===== src/rtl/subneg_pkg.sv =====
// Shared types for the subneg memory arbiter: FSM states, owner encoding and
// the grant strobes produced by the control FSM.
package subneg_pkg;

  typedef enum logic [2:0] {
    IDLE,
    CORE_ISS,
    CORE_RSP,
    HOST_ISS,
    HOST_RSP
  } arb_state_t;

  typedef enum logic [1:0] {
    OWN_NONE = 2'b00,
    OWN_CORE = 2'b01,
    OWN_HOST = 2'b10
  } owner_t;

  typedef struct packed {
    logic core;
    logic host;
  } grant_t;

  function automatic owner_t owner_of(arb_state_t s);
    case (s)
      CORE_ISS, CORE_RSP: return OWN_CORE;
      HOST_ISS, HOST_RSP: return OWN_HOST;
      default:            return OWN_NONE;
    endcase
  endfunction

endpackage


===== src/rtl/subneg_mem_arb.sv =====
// Two-requester arbiter (core, host) in front of a single-port synchronous RAM.
// Core has priority and may lock the RAM across chained accesses; a starvation counter lets the host in.
module subneg_mem_arb
  import subneg_pkg::*;
#(
  parameter int AW         = 8,
  parameter int DW         = 8,
  parameter int STARVE_MAX = 4
) (
  input  logic          clk,
  input  logic          rst,
  input  logic          core_req,
  input  logic          core_we,
  input  logic [AW-1:0] core_addr,
  input  logic [DW-1:0] core_wdata,
  input  logic          core_lock,
  output logic          core_ack,
  output logic [DW-1:0] core_rdata,
  input  logic          host_req,
  input  logic          host_we,
  input  logic [AW-1:0] host_addr,
  input  logic [DW-1:0] host_wdata,
  output logic          host_ack,
  output logic [DW-1:0] host_rdata,
  output logic          mem_en,
  output logic          mem_we,
  output logic [AW-1:0] mem_addr,
  output logic [DW-1:0] mem_wdata,
  input  logic [DW-1:0] mem_rdata,
  output logic [1:0]    owner
);

  localparam int SW = $clog2(STARVE_MAX + 1);
  localparam logic [SW-1:0] STARVE_TOP = SW'(STARVE_MAX);

  arb_state_t    state, state_nx;
  grant_t        grant;
  logic [SW-1:0] starve_cnt;

  always_comb begin
    state_nx = state;
    grant    = '0;
    case (state)
      IDLE: begin
        if (core_req && host_req) begin
          if (starve_cnt == STARVE_TOP) begin
            state_nx   = HOST_ISS;
            grant.host = 1'b1;
          end else begin
            state_nx   = CORE_ISS;
            grant.core = 1'b1;
          end
        end else if (core_req) begin
          state_nx   = CORE_ISS;
          grant.core = 1'b1;
        end else if (host_req) begin
          state_nx   = HOST_ISS;
          grant.host = 1'b1;
        end
      end
      CORE_ISS: state_nx = CORE_RSP;
      HOST_ISS: state_nx = HOST_RSP;
      // A locked core chains straight back in; the starvation counter is not consulted here.
      CORE_RSP: begin
        if (core_lock && core_req) begin
          state_nx   = CORE_ISS;
          grant.core = 1'b1;
        end else begin
          state_nx = IDLE;
        end
      end
      HOST_RSP: state_nx = IDLE;
      default:  state_nx = IDLE;
    endcase
  end

  always_ff @(posedge clk or posedge rst) begin
    if (rst) begin
      state      <= IDLE;
      starve_cnt <= '0;
      mem_we     <= 1'b0;
      mem_addr   <= '0;
      mem_wdata  <= '0;
    end else begin
      state <= state_nx;
      if (grant.core) begin
        mem_we    <= core_we;
        mem_addr  <= core_addr;
        mem_wdata <= core_wdata;
        if (host_req && starve_cnt != STARVE_TOP)
          starve_cnt <= starve_cnt + 1'b1;
      end else if (grant.host) begin
        mem_we     <= host_we;
        mem_addr   <= host_addr;
        mem_wdata  <= host_wdata;
        starve_cnt <= '0;
      end
    end
  end

  // Outputs decode the registered state, so an asynchronous reset clears them at once.
  assign mem_en     = (state == CORE_ISS) || (state == HOST_ISS);
  assign core_ack   = (state == CORE_RSP);
  assign host_ack   = (state == HOST_RSP);
  assign core_rdata = (core_ack && !mem_we) ? mem_rdata : '0;
  assign host_rdata = (host_ack && !mem_we) ? mem_rdata : '0;
  assign owner      = owner_of(state);

endmodule

===== config.mk =====
export PLATFORM = sky130hd
export DESIGN_NAME = subneg_mem_arb
export DESIGN_NICKNAME = d
export VERILOG_FILES = /design/src/rtl/subneg_pkg.sv /design/src/rtl/subneg_mem_arb.sv
export SDC_FILE = /design/constraint.sdc
export NUM_CORES = 1
export LEC_CHECK = 0
export CELL_PAD_IN_SITES_DETAIL_PLACEMENT = 1
export CELL_PAD_IN_SITES_GLOBAL_PLACEMENT = 2
export CORE_ASPECT_RATIO = 0.5
export CORE_MARGIN = 4
export CORE_UTILIZATION = 20
export CTS_CLUSTER_SIZE = 14
export DETAILED_ROUTE_END_ITERATION = 6
export PLACE_DENSITY = 0.76
export RECOVER_POWER = 100
export SYNTH_ARGS = -nofsm -noshare
export SYNTH_HDL_FRONTEND = slang
export SYNTH_SLANG_ARGS = --single-unit

===== constraint.sdc =====
create_clock -name clk -period 1.9 [get_ports clk]
set_input_delay 0.19 -clock clk [delete_from_list [all_inputs] [get_ports clk]]
set_output_delay 0.19 -clock clk [all_outputs]
set_load 0.05 [all_outputs]

==> flow_metrics.py <==
metrics = {
    "grt": {
        "grt_usage_pct": 12.5,
        "grt_pass1_wl_microns": 7940,
        "grt_pass1_vias": 1426,
        "antenna_found_initial": 0,
        "overflow": 0,
        "grt_max_degree": 24,
    },
    "placement": {
        "port_buffers": 84,
        "hpwlAfterDp_microns": 3750,
        "gp_congestion": 0.802,
    },
    "timing": {
        "worst_pin_slew_ns": 1.25,
        "fin_skew_ns": 0.00288,
        "max_freq_ghz": 0.541,
        "slew_headroom_pct": 16.9,
        "hold_ws_ns": 0.542,
        "fin_crit_ns": 1.85,
        "finalSetupViolCount": 0,
        "hold_viol_final": 0,
        "fin_crit_sh_pct": 97.2,
        "finalMaxSlewViolations": 0,
        "rsz0062_at_grt": "yes",
    },
    "power_and_ir_drop": {
        "combPwrFrac_pct": 68.0,
        "p_leak_nw": 1.12,
        "clock_power_share_pct": 11.2,
        "ir_drop_mv": 0.728,
        "power_w": 0.00423,
        "p_int_w": 0.00217,
        "pwr-share-seq_pct": 20.8,
        "netSwitchingFraction_pct": 48.6,
        "p_sw_w": 0.00206,
        "power_density_mw_per_mm2": 1620,
    },
    "clocking": {
        "clock_sinks": 23,
        "cts_max_level": 1,
        "cts.clk_slew.worst_paths_ns": 0.06,
        "clk_path_buf_depth": 2,
        "insertion_delay_ns": 0.26,
        "cts_tree": "yes",
        "hold_buffers": 0,
        "cts_buffers": 3,
        "root_buffer": "clkbuf_16",
    },
    "finish": {
        "post-route-util_pct": 42.2,
        "area_growth_pct": 100,
        "drive_gt1_share_pct": 26.2,
        "fillers": 677,
        "antenna_cells": 0,
        "nets": 271,
    },
    "routing": {
        "drc": 0,
        "drt_iter0_markers": 63,
        "wl_per_cell_microns": 16.1,
        "num_vias": 1324,
        "drtAntennaViolNets": 0,
        "wirelength_microns": 4980,
        "first_pass_iters": 4,
        "viasPerCell": 4.28,
    },
    "synthesis": {
        "synth.most_common_cell": "dfrtp_1",
        "ys_ff_latch": 23,
        "synthCells": 121,
        "yosysSeqAreaShare_pct": 44.2,
        "synthTopCellsByCount": "dfrtp_1, nor2b_1, and2_1, a221o_1, nand2_1",
        "avgSynthCellArea_sq_um": 10.8,
        "synth_nets": 170,
        "synth_cell_types": 28,
        "ys.flop_type": "dfrtp_1",
        "async_reset_ff_share_pct": 100,
        "yosys_warnings": 0,
        "yosys.area.top_type": "dfrtp_1",
        "synth_edf_count": 0,
        "yosysTopAreaCellShare_pct": 44.2,
        "yosys-top-cells-area": "dfrtp_1, a221o_1, nor2b_1",
        "synth.cell_area_sq_mm": 0.00130,
    },
    "setup_path": {
        "endpoint_kind": "output pin",
        "worstPathMaxFanout": 8,
        "path_class": "reg -> out",
        "required_ns": 1.71,
        "critical_path_arrival_ns": 1.66,
        "cp-start-kind": "register",
    },
    "min_path": {
        "hold_path.class": "in -> reg",
    },
    "die": {
        "core-area_sq_mm": 0.00618,
        "ioPinCount": 85,
        "dieArea_sq_mm": 0.00795,
        "rows": 20,
        "die_w_microns": 122,
        "die_y_microns": 65.1,
        "initial_core_util_pct": 21.1,
    },
    "outcome": {
        "status": "completed",
    },
    "job": {
        "drv_cap": 0,
    },
}
[routing by layer]
| layer | up-vias | GRT usage (%) | wire length [microns] |
|---|---|---|---|
| li1 | 632 | - | - |
| met3 | 5 | 2.01 | 81 |
| met2 | 14 | 22.7 | 2760 |
| met5 | - | 0 | 0 |
| met1 | 673 | 16.1 | 2100 |
| met4 | 0 | 2.09 | 31 |
[cell usage in the layout (no fill, tap or decap), drive strengths merged, types with 2 or more instances in the layout]
master / count
and2: 18
a21boi: 3
buf: 30
dfrtp: 23
dlygate4sd3: 16
inv: 5
a21oi: 2
nor2b: 19
a221o: 17
ha: 2
nand2: 6
nor3: 2
clkbuf: 10
nand2b: 5
nor2: 5
clkdlybuf4s50: 47
[power by group through the flow]
| stage | Sequential (W) | Combinational, W | Clock (W) |
|---|---|---|---|
| 2_1_floorplan | 0.00146 | 0.00120 | 0 |
| 3_3_place_gp | 0.000913 | 0.00276 | 0 |
| 3_5_place_dp | 0.000911 | 0.00280 | 0 |
| 4_1_cts | 0.000884 | 0.00299 | 0.000490 |
| 5_1_grt | 0.000914 | 0.00304 | 0.000518 |
| 6_report | 0.000880 | 0.00288 | 0.000475 |
[cell type report]
type / instances / area (sq um) / area share, %
clock buffers: 3 / 75.1 / 2.88
flip-flops and latches: 23 / 579 / 22.2
repair buffers: 100 / 1120 / 43.0
inverters: 5 / 18.8 / 0.720
well taps: 88 / 110 / 4.22
clock inverters: 1 / 7.51 / 0.288
multi-input cells: 89 / 696 / 26.7
[critical path: stages (launching register included)]
cell	delay (ns)
dfrtp_2	0.45
or3b_4	0.41
nor2_4	0.20
and2_4	0.20
buf_12	0.13
[cells by family (layout without fill, tap and decap cells)]
logic type / after synthesis / after routing / synth area share (%)
XOR/XNOR: 1 / 1 / 0.673
adder cells (fa/ha/maj): 2 / 2 / 1.92
buffers and inverters: 9 / 109 / 4.90
AND/OR/NAND/NOR: 59 / 59 / 28.6
flip-flops: 23 / 23 / 44.2
AO/OA/AOI/OAI: 26 / 26 / 18.9
multiplexers: 1 / 1 / 0.769
[worst paths after layout]
kind	start	endpoint	slack [ns]	depth (start not counted)
max in group asynchronous	rst	state[1]	0.44	3
worst min-delay path	core_wdata[1]	mem_wdata[1]	0.54	2
worst max-delay path	state[0]	host_rdata[3]	0.05	4
worst max register to register	starve_cnt[0]	mem_wdata[5]	0.23	6
min in group asynchronous	rst	mem_we	0.64	3
worst min register to register	starve_cnt[0]	starve_cnt[0]	0.56	2
[registers in the layout (all words and copies together) (netlist names)]
name and count:
mem_addr 8, mem_wdata 8, starve_cnt 3, state 3, mem_we 1
[metrics by stage]
stage	std cells	setup TNS [ns]	worst slack (ns)	instance area (sq um)
after floorplan	121	0	0.0142	1310
after global placement	293	-0.158	-0.0203	2430
after detailed placement	293	-1.68	-0.119	2430
after CTS	307	0	0.0182	2610
after global routing	309	-0.205	-0.0326	2610
final	309	0	0.0525	2610
[timing repair]
action / 4_1_cts / 5_1_grt
resized for setup: 12 / 1
setup buffers: 10 / 2
hold endpoints to repair: 0 / 0
pin swaps: 4 / 4
setup endpoints to repair: 32 / 30
No activity file was read; power rests on OpenSTA's default activity.
